File: src/rtl/stream_arb_pkg.sv
// Shared arbiter types and helpers: FSM state codes, port-index sizing and the
// round-robin pick used by rr_select.
package stream_arb_pkg;

  localparam int unsigned MAX_PORTS = 16;
  localparam int unsigned MAX_IDX_W = 4;

  localparam logic [0:0] ST_IDLE = 1'b0;
  localparam logic [0:0] ST_BUSY = 1'b1;

  typedef struct packed {
    logic                 valid;
    logic [MAX_IDX_W-1:0] idx;
  } rr_pick_t;

  // Port index width for a given port count (at least one bit).
  function automatic int unsigned port_idx_w(input int unsigned n);
    return (n > 1) ? $clog2(n) : 1;
  endfunction

  // First requester at or after last+1 (mod n); equivalent to rotate,
  // priority-encode, rotate back.
  function automatic rr_pick_t rr_pick(input logic [MAX_PORTS-1:0] req,
                                       input logic [MAX_IDX_W-1:0] last,
                                       input int unsigned          n);
    rr_pick_t    r;
    int unsigned idx;
    r = '0;
    for (int unsigned i = 0; i < MAX_PORTS; i++) begin
      idx = (32'(last) + 32'd1 + i) % n;
      if ((i < n) && !r.valid && req[MAX_IDX_W'(idx)]) begin
        r.valid = 1'b1;
        r.idx   = MAX_IDX_W'(idx);
      end
    end
    return r;
  endfunction

endpackage

File: src/rtl/rr_select.sv
// Combinational round-robin selector: first requester after last, wrapping.
module rr_select
  import stream_arb_pkg::*;
#(
  parameter int unsigned N     = 4,
  parameter int unsigned IDX_W = port_idx_w(N)
) (
  input  logic [N-1:0]     req,
  input  logic [IDX_W-1:0] last,
  output logic [IDX_W-1:0] grant_c,
  output logic             valid_c
);

  rr_pick_t pick;

  always_comb begin
    pick    = rr_pick(MAX_PORTS'(req), MAX_IDX_W'(last), N);
    grant_c = IDX_W'(pick.idx);
    valid_c = pick.valid;
  end

endmodule

File: src/rtl/stream_packet_arbiter.sv
// Packet-granular round-robin AXI-Stream arbiter with a registered output stage
// and grant-time downstream space check. Optional per-port packet counters
// under STREAM_ARB_PKT_COUNT_EN.
module stream_packet_arbiter
  import stream_arb_pkg::*;
#(
  parameter int unsigned NUM_PORTS      = 4,
  parameter int unsigned WIDTH_IN_BYTES = 4,
  parameter int unsigned TID_WIDTH      = 8,
  parameter int unsigned DEPTH_EXP      = 16,
  parameter int unsigned MAX_PKT_WORDS  = 256
) (
  input  logic                                  clk,
  input  logic                                  reset_n,
  input  logic [NUM_PORTS-1:0]                  in_tvalid,
  output logic [NUM_PORTS-1:0]                  in_tready,
  input  logic [NUM_PORTS*8*WIDTH_IN_BYTES-1:0] in_tdata,
  input  logic [NUM_PORTS*WIDTH_IN_BYTES-1:0]   in_tkeep,
  input  logic [NUM_PORTS-1:0]                  in_tlast,
  input  logic [DEPTH_EXP:0]                    free_words,
  output logic                                  out_tvalid,
  input  logic                                  out_tready,
  output logic [8*WIDTH_IN_BYTES-1:0]           out_tdata,
  output logic [WIDTH_IN_BYTES-1:0]             out_tkeep,
  output logic                                  out_tlast,
  output logic [TID_WIDTH-1:0]                  out_tid,
  output logic                                  busy
`ifdef STREAM_ARB_PKT_COUNT_EN
  ,
  output logic [NUM_PORTS*16-1:0]               pkt_count
`endif
);

  localparam int unsigned DATA_W = 8 * WIDTH_IN_BYTES;
  localparam int unsigned IDX_W  = port_idx_w(NUM_PORTS);
  localparam int unsigned CNT_W  = 16;

  logic [0:0]          state, state_next;
  logic [IDX_W-1:0]    grant, grant_next;
  logic [IDX_W-1:0]    last_grant, last_grant_next;
  logic [IDX_W-1:0]    winner_c;
  logic                winner_valid_c;
  logic                space_ok_c;
  logic                load_ok_c;
  logic                xfer_c;
  logic [DATA_W-1:0]   sel_data_c;
  logic [WIDTH_IN_BYTES-1:0] sel_keep_c;
  logic                sel_last_c;
  logic                sel_valid_c;

  rr_select #(
    .N     (NUM_PORTS),
    .IDX_W (IDX_W)
  ) u_rr_select (
    .req     (in_tvalid),
    .last    (last_grant),
    .grant_c (winner_c),
    .valid_c (winner_valid_c)
  );

  // Room for a whole packet plus the beat parked in the output register.
  assign space_ok_c = (MAX_PKT_WORDS == 0) || (32'(free_words) >= (MAX_PKT_WORDS + 32'd1));
  assign load_ok_c  = !out_tvalid || out_tready;

  // Granted-port beat mux.
  always_comb begin
    sel_data_c  = '0;
    sel_keep_c  = '0;
    sel_last_c  = 1'b0;
    sel_valid_c = 1'b0;
    for (int p = 0; p < int'(NUM_PORTS); p++) begin
      if (grant == IDX_W'(p)) begin
        sel_data_c  = in_tdata[p*DATA_W +: DATA_W];
        sel_keep_c  = in_tkeep[p*WIDTH_IN_BYTES +: WIDTH_IN_BYTES];
        sel_last_c  = in_tlast[p];
        sel_valid_c = in_tvalid[p];
      end
    end
  end

  // Next-state and handshake logic.
  always_comb begin
    state_next      = state;
    grant_next      = grant;
    last_grant_next = last_grant;
    in_tready       = '0;
    xfer_c          = 1'b0;
    case (state)
      ST_IDLE: begin
        if (winner_valid_c && space_ok_c) begin
          grant_next = winner_c;
          state_next = ST_BUSY;
        end
      end
      ST_BUSY: begin
        in_tready[grant] = load_ok_c;
        xfer_c           = sel_valid_c && load_ok_c;
        if (xfer_c && sel_last_c) begin
          last_grant_next = grant;
          state_next      = ST_IDLE;
        end
      end
      default: state_next = ST_IDLE;
    endcase
  end

  always_ff @(posedge clk) begin
    if (!reset_n) begin
      state      <= ST_IDLE;
      grant      <= '0;
      last_grant <= IDX_W'(NUM_PORTS - 1);
      busy       <= 1'b0;
    end else begin
      state      <= state_next;
      grant      <= grant_next;
      last_grant <= last_grant_next;
      busy       <= (state_next == ST_BUSY);
    end
  end

  // Single-entry output register; holds while downstream stalls.
  always_ff @(posedge clk) begin
    if (!reset_n) begin
      out_tvalid <= 1'b0;
      out_tdata  <= '0;
      out_tkeep  <= '0;
      out_tlast  <= 1'b0;
      out_tid    <= '0;
    end else if (load_ok_c) begin
      out_tvalid <= xfer_c;
      if (xfer_c) begin
        out_tdata <= sel_data_c;
        out_tkeep <= sel_keep_c;
        out_tlast <= sel_last_c;
        out_tid   <= TID_WIDTH'(grant);
      end
    end
  end

`ifdef STREAM_ARB_PKT_COUNT_EN
  // Per-port completed-packet counters, wrapping at 16 bits.
  always_ff @(posedge clk) begin
    if (!reset_n) begin
      pkt_count <= '0;
    end else begin
      for (int p = 0; p < int'(NUM_PORTS); p++) begin
        if (xfer_c && sel_last_c && (grant == IDX_W'(p))) begin
          pkt_count[p*CNT_W +: CNT_W] <= pkt_count[p*CNT_W +: CNT_W] + 16'd1;
        end
      end
    end
  end
`endif

endmodule

File: config.mk
export PLATFORM = sky130hd
export DESIGN_NAME = stream_packet_arbiter
export DESIGN_NICKNAME = d
export VERILOG_FILES = /design/src/rtl/stream_arb_pkg.sv /design/src/rtl/rr_select.sv /design/src/rtl/stream_packet_arbiter.sv
export SDC_FILE = /design/constraint.sdc
export NUM_CORES = 1
export LEC_CHECK = 0
export ABC_AREA = 1
export BUFFER_PORTS_ARGS = -buffer_cell sky130_fd_sc_hd__buf_2
export CORE_AREA = 2 2 93 95
export CTS_BUF_LIST = sky130_fd_sc_hd__clkbuf_4
export DETAILED_ROUTE_END_ITERATION = 7
export DIE_AREA = 0 0 95 97
export PLACE_DENSITY = 0.77
export SYNTH_ARGS = -nofsm -noshare
export SYNTH_HDL_FRONTEND = slang
export SYNTH_HIERARCHICAL = 1
export SYNTH_SLANG_ARGS = --single-unit
File: constraint.sdc
create_clock -name clk -period 1.5 [get_ports clk]
set_clock_uncertainty 0.05 [all_clocks]
set_input_delay 0.225 -clock clk [delete_from_list [all_inputs] [get_ports clk]]
set_output_delay 0.225 -clock clk [all_outputs]
set_load 0.05 [all_outputs]
==> results.md, run 1 <==
* Result of the run: finished with violations
* Violations in the final reports: setup timing
* Wirelength, routed at 13300 um
* Detailed-placement wirelength estimate at 8850 um
* Wire length on met3 at 874 um
* Share of cells above drive strength 1 at 47.6%
* Root Driver: sky130_fd_sc_hd__clkbuf_4
* Highest cell delay on the worst timing path at 0.37 ns
* Initial antenna violation count at 1
* First-pass GRT wire length at 18000 um
* Pre-Repair DR Iteration Count at 4
* Crit Reg-Reg Startpoint: last_grant[0]
* Clk Latency, worst-skew pair at 0.35 ns
* Core area at 0.00813 mm2
* Net count, final at 925
* Die Y-Extent at 97 um
* Crit path setup slack, layout at -0.186 ns
* Vias after detailed routing at 4341
* Final critical path time including I/O delays and setup at 1.69 ns
* Worst hold path startpoint: in_tkeep[5]
* Clock tree from TritonCTS: built
* Clock buffer depth at 2
* Worst setup slack for register-to-register paths at -0.09 ns
* Post-synthesis sequential element count at 45
* Total of endpoints with negative setup slack in the final report at 33
* Post-DP Area at 0.00429 mm2
* Chain of cells forming the critical path: inv_2 -> nor2_4 -> nor2_4 -> inv_2 -> buf_6 -> nor3_4 -> buf_6
* Library cells used by synthesis at 30
* Reg-to-reg endpoint: grant[0]
* Biggest area consumer among synthesized cells: sky130_fd_sc_hd__dfxtp_1
* Leftover overflow at the end of global routing at 0
* Largest net degree at the start of global routing at 38
* Yosys warning total at 6
* DR WL/cell at 15.4 um
* Std cell rows at 33
* End point of the most critical hold path: out_tkeep[1]
* Data arrival time of the critical path at 1.41 ns
* Post-Place Worst Slack at -0.0976 ns
* Static power due to leakage at 2.67 nW
* Achievable frequency at 593 MHz
* Most frequent standard cell in the layout excluding fill and tap cells: sky130_fd_sc_hd__buf_2
* Port Buffer Count at 216
* Ranking of synthesized cells by area: sky130_fd_sc_hd__dfxtp_1 (30%), sky130_fd_sc_hd__nand2_1 (25%), sky130_fd_sc_hd__nor2_1 (11%)
* Total buffers and inverters traversed by the critical path at 4
* Final total power at 10.1 mW
* Cell with the largest stage delay on the worst path: sky130_fd_sc_hd__dfxtp_4
* Final weighted congestion of routability-driven global placement at 0.960
* Depth of the critical timing path with buffers and inverters included at 7
* Cell count after synthesis at 510
* Routed wl met2 at 6830 um
* Max capacitance violation total at 0
* Final Max Slew Viols at 0
* Clock-pin slew reported for the worst setup and hold paths after clock tree synthesis at 0.14 ns
* Worst Setup Path Type: register to output pin
* Family of cells with the greatest summed delay on the critical path: buffers and inverters
* CTS Sinks at 45
* Top library cells by usage in the layout, fill and taps aside: sky130_fd_sc_hd__buf_2 (212), sky130_fd_sc_hd__nand2_1 (189), sky130_fd_sc_hd__nor2_1 (74)
* Number of cells traversed by the worst register-to-register path at 11
* Launching element type of the critical path: register
* RSZ-0062 raised after global routing: yes
* Top layer used by detailed routing: met4
* Combined area of all synthesized cells at 0.00301 mm2
* Wire length the detailed router placed on met1 at 5050 um
* Type of the worst min-delay path: input pin to register
* DRC violations left at 0
* Part of the Yosys area used for sequential elements at 29.9%
* All-Layer GR Usage at 24.4%
* Area fraction of the dominant cell type after synthesis at 29.9%
* Peak fanout along the critical path at 3
* Count of H-tree levels built during CTS at 2
* Area of all placed cells without fillers at 0.00515 mm2
* Floorplan die width at 95 um
* Vias in the first global route at 3912
* Initial standard-cell utilization of the core at 37.0%
* Number of stages on the worst hold path at 5
* IR Drop Worst-Case VDD at 0.00120 V
* Via-per-instance ratio at 5.05
* ANT nets after route at 0
* Average size of a mapped cell at 5.91 um2
* Ports placed on the boundary at 223
* Die Outline Area at 0.00922 mm2
* Critical Path End Type: output pin
* Number of hold violations in the final report at 0
* Initial DRC Count at 129
* Endpoint required time on the critical path at 1.22 ns
* Period utilization at 112%
* Fin Hold WS at 0.146 ns
* Area growth, synth to finish at 71.1%
* Power density of the placed cells at 1950 mW/mm2
* TritonCTS buffer count at 5
==> cells by family after synthesis <==
group / share of synthesized area, %
AO/OA/AOI/OAI: 7.77
buffers and inverters: 10.8
flip-flops: 29.9
other: 0.124
AND/OR/NAND/NOR: 51.5
==> sequential cells by signal, summed over array words and instances (netlist names) <==
register	count
out_tdata	32
out_tkeep	4
grant	2
last_grant	2
out_tid	2
out_tlast	1
out_tvalid	1
state	1
==> area by class of cell <==
type                       count  area [um2]
tap                          105         131
timing repair buffer         261        1760
multi-input combinational    415        2110
clock inverter                 2        38.8
timing repair inverter         3        31.3
antenna                        1        2.50
clock buffer                   6        45.0
fill                         748        2980
sequential                    45         923
inverter                      22         106
==> worst register-to-register path, cell delays in order, from the launching register on <==
cell and delay [ns]:
sky130_fd_sc_hd__dfxtp_4 0.39, sky130_fd_sc_hd__buf_6 0.14, sky130_fd_sc_hd__nand2_4 0.07, sky130_fd_sc_hd__nand2_4 0.08, sky130_fd_sc_hd__nand2_4 0.09, sky130_fd_sc_hd__nand2_4 0.06, sky130_fd_sc_hd__nor2_4 0.14, sky130_fd_sc_hd__nand4_1 0.18
sky130_fd_sc_hd__nand3_1 0.17, sky130_fd_sc_hd__nand2_1 0.06, sky130_fd_sc_hd__inv_1 0.05, sky130_fd_sc_hd__nor2_1 0.04
==> Yosys cell counts <==
master / instances
sky130_fd_sc_hd__a21boi_0: 1
sky130_fd_sc_hd__a21oi_1: 1
sky130_fd_sc_hd__buf_2: 16
sky130_fd_sc_hd__buf_4: 7
sky130_fd_sc_hd__buf_6: 6
sky130_fd_sc_hd__clkbuf_1: 4
sky130_fd_sc_hd__clkbuf_2: 1
sky130_fd_sc_hd__clkbuf_8: 1
sky130_fd_sc_hd__conb_1: 1
sky130_fd_sc_hd__dfxtp_1: 45
sky130_fd_sc_hd__inv_1: 16
sky130_fd_sc_hd__inv_2: 4
sky130_fd_sc_hd__inv_4: 1
sky130_fd_sc_hd__inv_6: 1
sky130_fd_sc_hd__nand2_1: 199
sky130_fd_sc_hd__nand2_2: 9
sky130_fd_sc_hd__nand2_4: 1
sky130_fd_sc_hd__nand3_1: 11
sky130_fd_sc_hd__nand3b_1: 1
sky130_fd_sc_hd__nand4_1: 41
sky130_fd_sc_hd__nand4_2: 1
sky130_fd_sc_hd__nor2_1: 91
sky130_fd_sc_hd__nor2_2: 2
sky130_fd_sc_hd__nor2_4: 3
sky130_fd_sc_hd__nor3_1: 2
sky130_fd_sc_hd__o21a_1: 1
sky130_fd_sc_hd__o21ai_0: 20
sky130_fd_sc_hd__o21ai_1: 21
sky130_fd_sc_hd__o21ai_2: 1
sky130_fd_sc_hd__or2_1: 1
==> what timing repair did <==
action / in CTS / in global routing
gates cloned: 0 / 14
buffers inserted: 4 / 12
endpoints found under the setup margin: 49 / 49
hold buffers: 0 / 0
pin swaps: 11 / 19
gates resized for setup: 32 / 83
==> layer usage <==
| metal | global-route usage (%) | vias up |
|---|---|---|
| met5 | 0 | - |
| met4 | 11.0 | 0 |
| met3 | 3.66 | 35 |
| met2 | 42.8 | 235 |
| met1 | 28.6 | 1954 |
| li1 | - | 2117 |
==> how the worst max path moves through the flow <==
stage                  startpoint            end  slack [ns]
finish                 out_tvalid   in_tready[1]       -0.19
floorplan              out_tvalid  out_tdata[11]       -0.21
CTS                    out_tvalid   in_tready[0]       -0.16
global placement         grant[0]  out_tdata[19]      -0.002
global route           out_tvalid   in_tready[2]       -0.28
detailed placement  last_grant[0]       grant[0]        -0.1
==> power by group <==
| group | switching, mW | leakage, nW | internal, mW |
|---|---|---|---|
| Sequential | 0.378 | 0.373 | 1.70 |
| Combinational | 4.61 | 2.25 | 2.61 |
| Clock | 0.416 | 0.0459 | 0.374 |
==> through the flow <==
step / utilization, % / cells / setup TNS, ns
global placement: 52.8 / 822 / -0.00231
CTS: 55.4 / 834 / -0.595
global route: 63.4 / 860 / -6.27
floorplan: - / 515 / -7.74
detailed placement: 52.8 / 822 / -0.763
finish: 63.4 / 860 / -1.39
(Power assumes the default switching activity.)
==> run 2, diff against run 1 <==
--- a/config.mk
+++ b/config.mk
@@ -7,11 +7,11 @@
 export LEC_CHECK = 0
 export ABC_AREA = 1
 export BUFFER_PORTS_ARGS = -buffer_cell sky130_fd_sc_hd__buf_2
-export CORE_AREA = 2 2 93 95
+export CORE_AREA = 2 2 88 90
 export CTS_BUF_LIST = sky130_fd_sc_hd__clkbuf_4
 export DETAILED_ROUTE_END_ITERATION = 7
-export DIE_AREA = 0 0 95 97
-export PLACE_DENSITY = 0.77
+export DIE_AREA = 0 0 90 92
+export PLACE_DENSITY = 0.82
 export SYNTH_ARGS = -nofsm -noshare
 export SYNTH_HDL_FRONTEND = slang
 export SYNTH_HIERARCHICAL = 1
==> constraint.sdc (replaced) <==
create_clock -name clk -period 1.6 [get_ports clk]
set_clock_uncertainty 0.05 [all_clocks]
set_input_delay 0.24 -clock clk [delete_from_list [all_inputs] [get_ports clk]]
set_output_delay 0.24 -clock clk [all_outputs]
set_load 0.05 [all_outputs]
==> results.md, run 2 (synthesis gave the netlist of run 1 again) <==
* Result of the run: finished with violations
* Violations in the final reports: setup timing
* Fill cell total of the finished layout at 685 (-8.4%)
* ANT nets after route at 0 (unchanged)
* Type of the worst min-delay path: input pin to register
* Data arrival time of the critical path at 1.43 ns (+0.02 ns)
* All-Layer GR Usage at 25.1% (+0.73 points)
* Leftover overflow at the end of global routing at 0 (unchanged)
* Worst setup slack for register-to-register paths at -0.10 ns (about the same)
* Clock-pin slew reported for the worst setup and hold paths after clock tree synthesis at 0.14 ns (about the same)
* Port Buffer Count at 216 (unchanged)
* DR WL/cell at 13.5 um (-13%)
* Antenna diodes at 0 (-1)
* Final total power at 8.16 mW (-19%)
* Endpoint required time on the critical path at 1.31 ns (+0.09 ns)
* Clock tree from TritonCTS: built
* Initial standard-cell utilization of the core at 40.5% (+3.4 points)
* Number of flip-flops under the largest register name at 32 (unchanged)
* Number of cells traversed by the worst register-to-register path at 13 (+2)
* Register ranked first by flip-flop count: out_tdata
* Count of H-tree levels built during CTS at 2 (unchanged)
* IR Drop Worst-Case VDD at 0.000858 V (-29%)
* Critical Path End Type: output pin
* Floorplan die width at 90 um (-5.3%)
* Ports placed on the boundary at 223 (unchanged)
* Hold-fix buffer count after cts at 0 (unchanged)
* Launch point of the critical path: out_tvalid
* Worst hold path startpoint: in_tdata[34]
* Most frequent standard cell in the layout excluding fill and tap cells: sky130_fd_sc_hd__buf_2
* Max capacitance violation total at 0 (unchanged)
* Clk Latency, worst-skew pair at 0.36 ns (about the same)
* Initial DRC Count at 158 (+22%)
* Wirelength, routed at 11300 um (-14%)
* DRC violations left at 0 (unchanged)
* Fin Hold WS at 0.148 ns (+0.00215 ns)
* Net count, final at 910 (-1.6%)
* Pre-Repair DR Iteration Count at 4 (unchanged)
* Clock buffer depth at 2 (unchanged)
* Share of cells above drive strength 1 at 41.8% (-5.8 points)
* Reg-to-reg endpoint: grant[1]
* Post-Place Worst Slack at -0.0191 ns (+0.0785 ns)
* Area growth, synth to finish at 52.3%
* TritonCTS buffer count at 5 (unchanged)
* Number of hold violations in the final report at 0 (unchanged)
* Initial antenna violation count at 0 (-1)
* Std cell rows at 32 (-3.0%)
* Achievable frequency at 582 MHz
* Detailed-placement wirelength estimate at 8420 um (-4.8%)
* Top library cells by usage in the layout, fill and taps aside: sky130_fd_sc_hd__buf_2 (213), sky130_fd_sc_hd__nand2_1 (191), sky130_fd_sc_hd__nor2_1 (86)
* Largest registers in the final layout: out_tdata x32, out_tkeep x4
* Final weighted congestion of routability-driven global placement at 0.908 (-5.5%)
* RSZ-0062 raised after global routing: yes
* Peak fanout along the critical path at 2 (-1)
* Die Y-Extent at 92 um (-5.2%)
* Period utilization at 107%
* Launching element type of the critical path: register
* Largest net degree at the start of global routing at 38 (unchanged)
* Power density of the placed cells at 1780 mW/mm2 (-9.0%)
* CTS Sinks at 45 (unchanged)
* Worst Setup EP: in_tready[3]
* Vias in the first global route at 3844 (-1.7%)
* Total of endpoints with negative setup slack in the final report at 45 (+36%)
* Static power due to leakage at 2.48 nW (-7.1%)
* First-pass GRT wire length at 17100 um (-4.7%)
* Final Max Slew Viols at 0 (unchanged)
* Die Outline Area at 0.00828 mm2 (-10%)
* Core area at 0.00745 mm2 (-8.4%)
* Crit Reg-Reg Startpoint: last_grant[0]
* Via-per-instance ratio at 4.97 (-1.6%)
* Final critical path time including I/O delays and setup at 1.72 ns
* Root Driver: sky130_fd_sc_hd__clkbuf_4
* Crit path setup slack, layout at -0.120 ns (+0.0662 ns)
* Area of combinational cells with multiple inputs at 0.00192 mm2 (-8.9%)
* Placed instance count at 817 (-0.61%)
* Non-filler cells in the finished layout at 841 (-2.2%)
* Worst Setup Path Type: register to output pin
* Area of all sequential standard cells at 921 um2 (-0.27%)
* Sum of negative setup slack at -2.40 ns (-1.01 ns)
* Vias after detailed routing at 4177 (-3.8%)
==> run 2: worst min-delay path by stage <==
stage               endpoint  depth (start not counted)  slack [ns]
2_1_floorplan      out_tlast                          3        0.42
3_3_place_gp      out_tid[1]                          2        0.41
3_5_place_dp   out_tdata[25]                          2        0.43
4_1_cts        out_tdata[20]                          5        0.14
5_1_grt         out_tkeep[1]                          5        0.16
6_report        out_tdata[2]                          5        0.15
==> run 2: where the power goes <==
group / internal, mW / switching (mW)
logic: 1.81 / 3.92
clock network: 0.177 / 0.400
registers: 1.58 / 0.271
total: 3.57 / 4.59
==> run 2: repair_timing <==
action | CTS | global route
gates resized for setup | 17 | 33
pin swaps | 3 | 17
cloned | 0 | 2
endpoints found under the setup margin | 22 | 45
buffers inserted | 5 | 9
==> run 2: through the flow <==
step	util (%)	instance area (um2)
finish	61.6	4590
global route	61.6	4590
CTS	59.0	4400
detailed placement	57.1	4250
global placement	57.1	4250
floorplan	-	3060
==> run 2: metal layers <==
metal | up-vias | GRT usage (%) | part of all wire (%) | wire [um]
li1 | 2081 | - | - | -
met1 | 1849 | 29.0 | 40 | 4500
met2 | 215 | 45.2 | 50 | 5660
met3 | 32 | 4.68 | 6.9 | 788
met4 | 0 | 11.0 | 3.4 | 391
met5 | - | 0 | 0 | 0
==> run 2: worst max-delay path, stage by stage (launching register included) <==
cell	delay, ns
sky130_fd_sc_hd__dfxtp_4	0.37
sky130_fd_sc_hd__inv_2	0.04
sky130_fd_sc_hd__nor2_2	0.05
sky130_fd_sc_hd__nor2_4	0.12
sky130_fd_sc_hd__inv_2	0.05
sky130_fd_sc_hd__buf_4	0.13
sky130_fd_sc_hd__nor2_4	0.15
sky130_fd_sc_hd__buf_8	0.17
==> run 2: layout make-up <==
cell class / instances / share of cell area [%]
Multi-Input combinational cell: 413 / 41.9
Timing Repair Buffer: 250 / 31.5
Sequential cell: 45 / 20.1
Tap cell: 102 / 2.78
Inverter: 22 / 2.24
Clock buffer: 5 / 0.818
Clock inverter: 3 / 0.436
Timing Repair inverter: 1 / 0.191
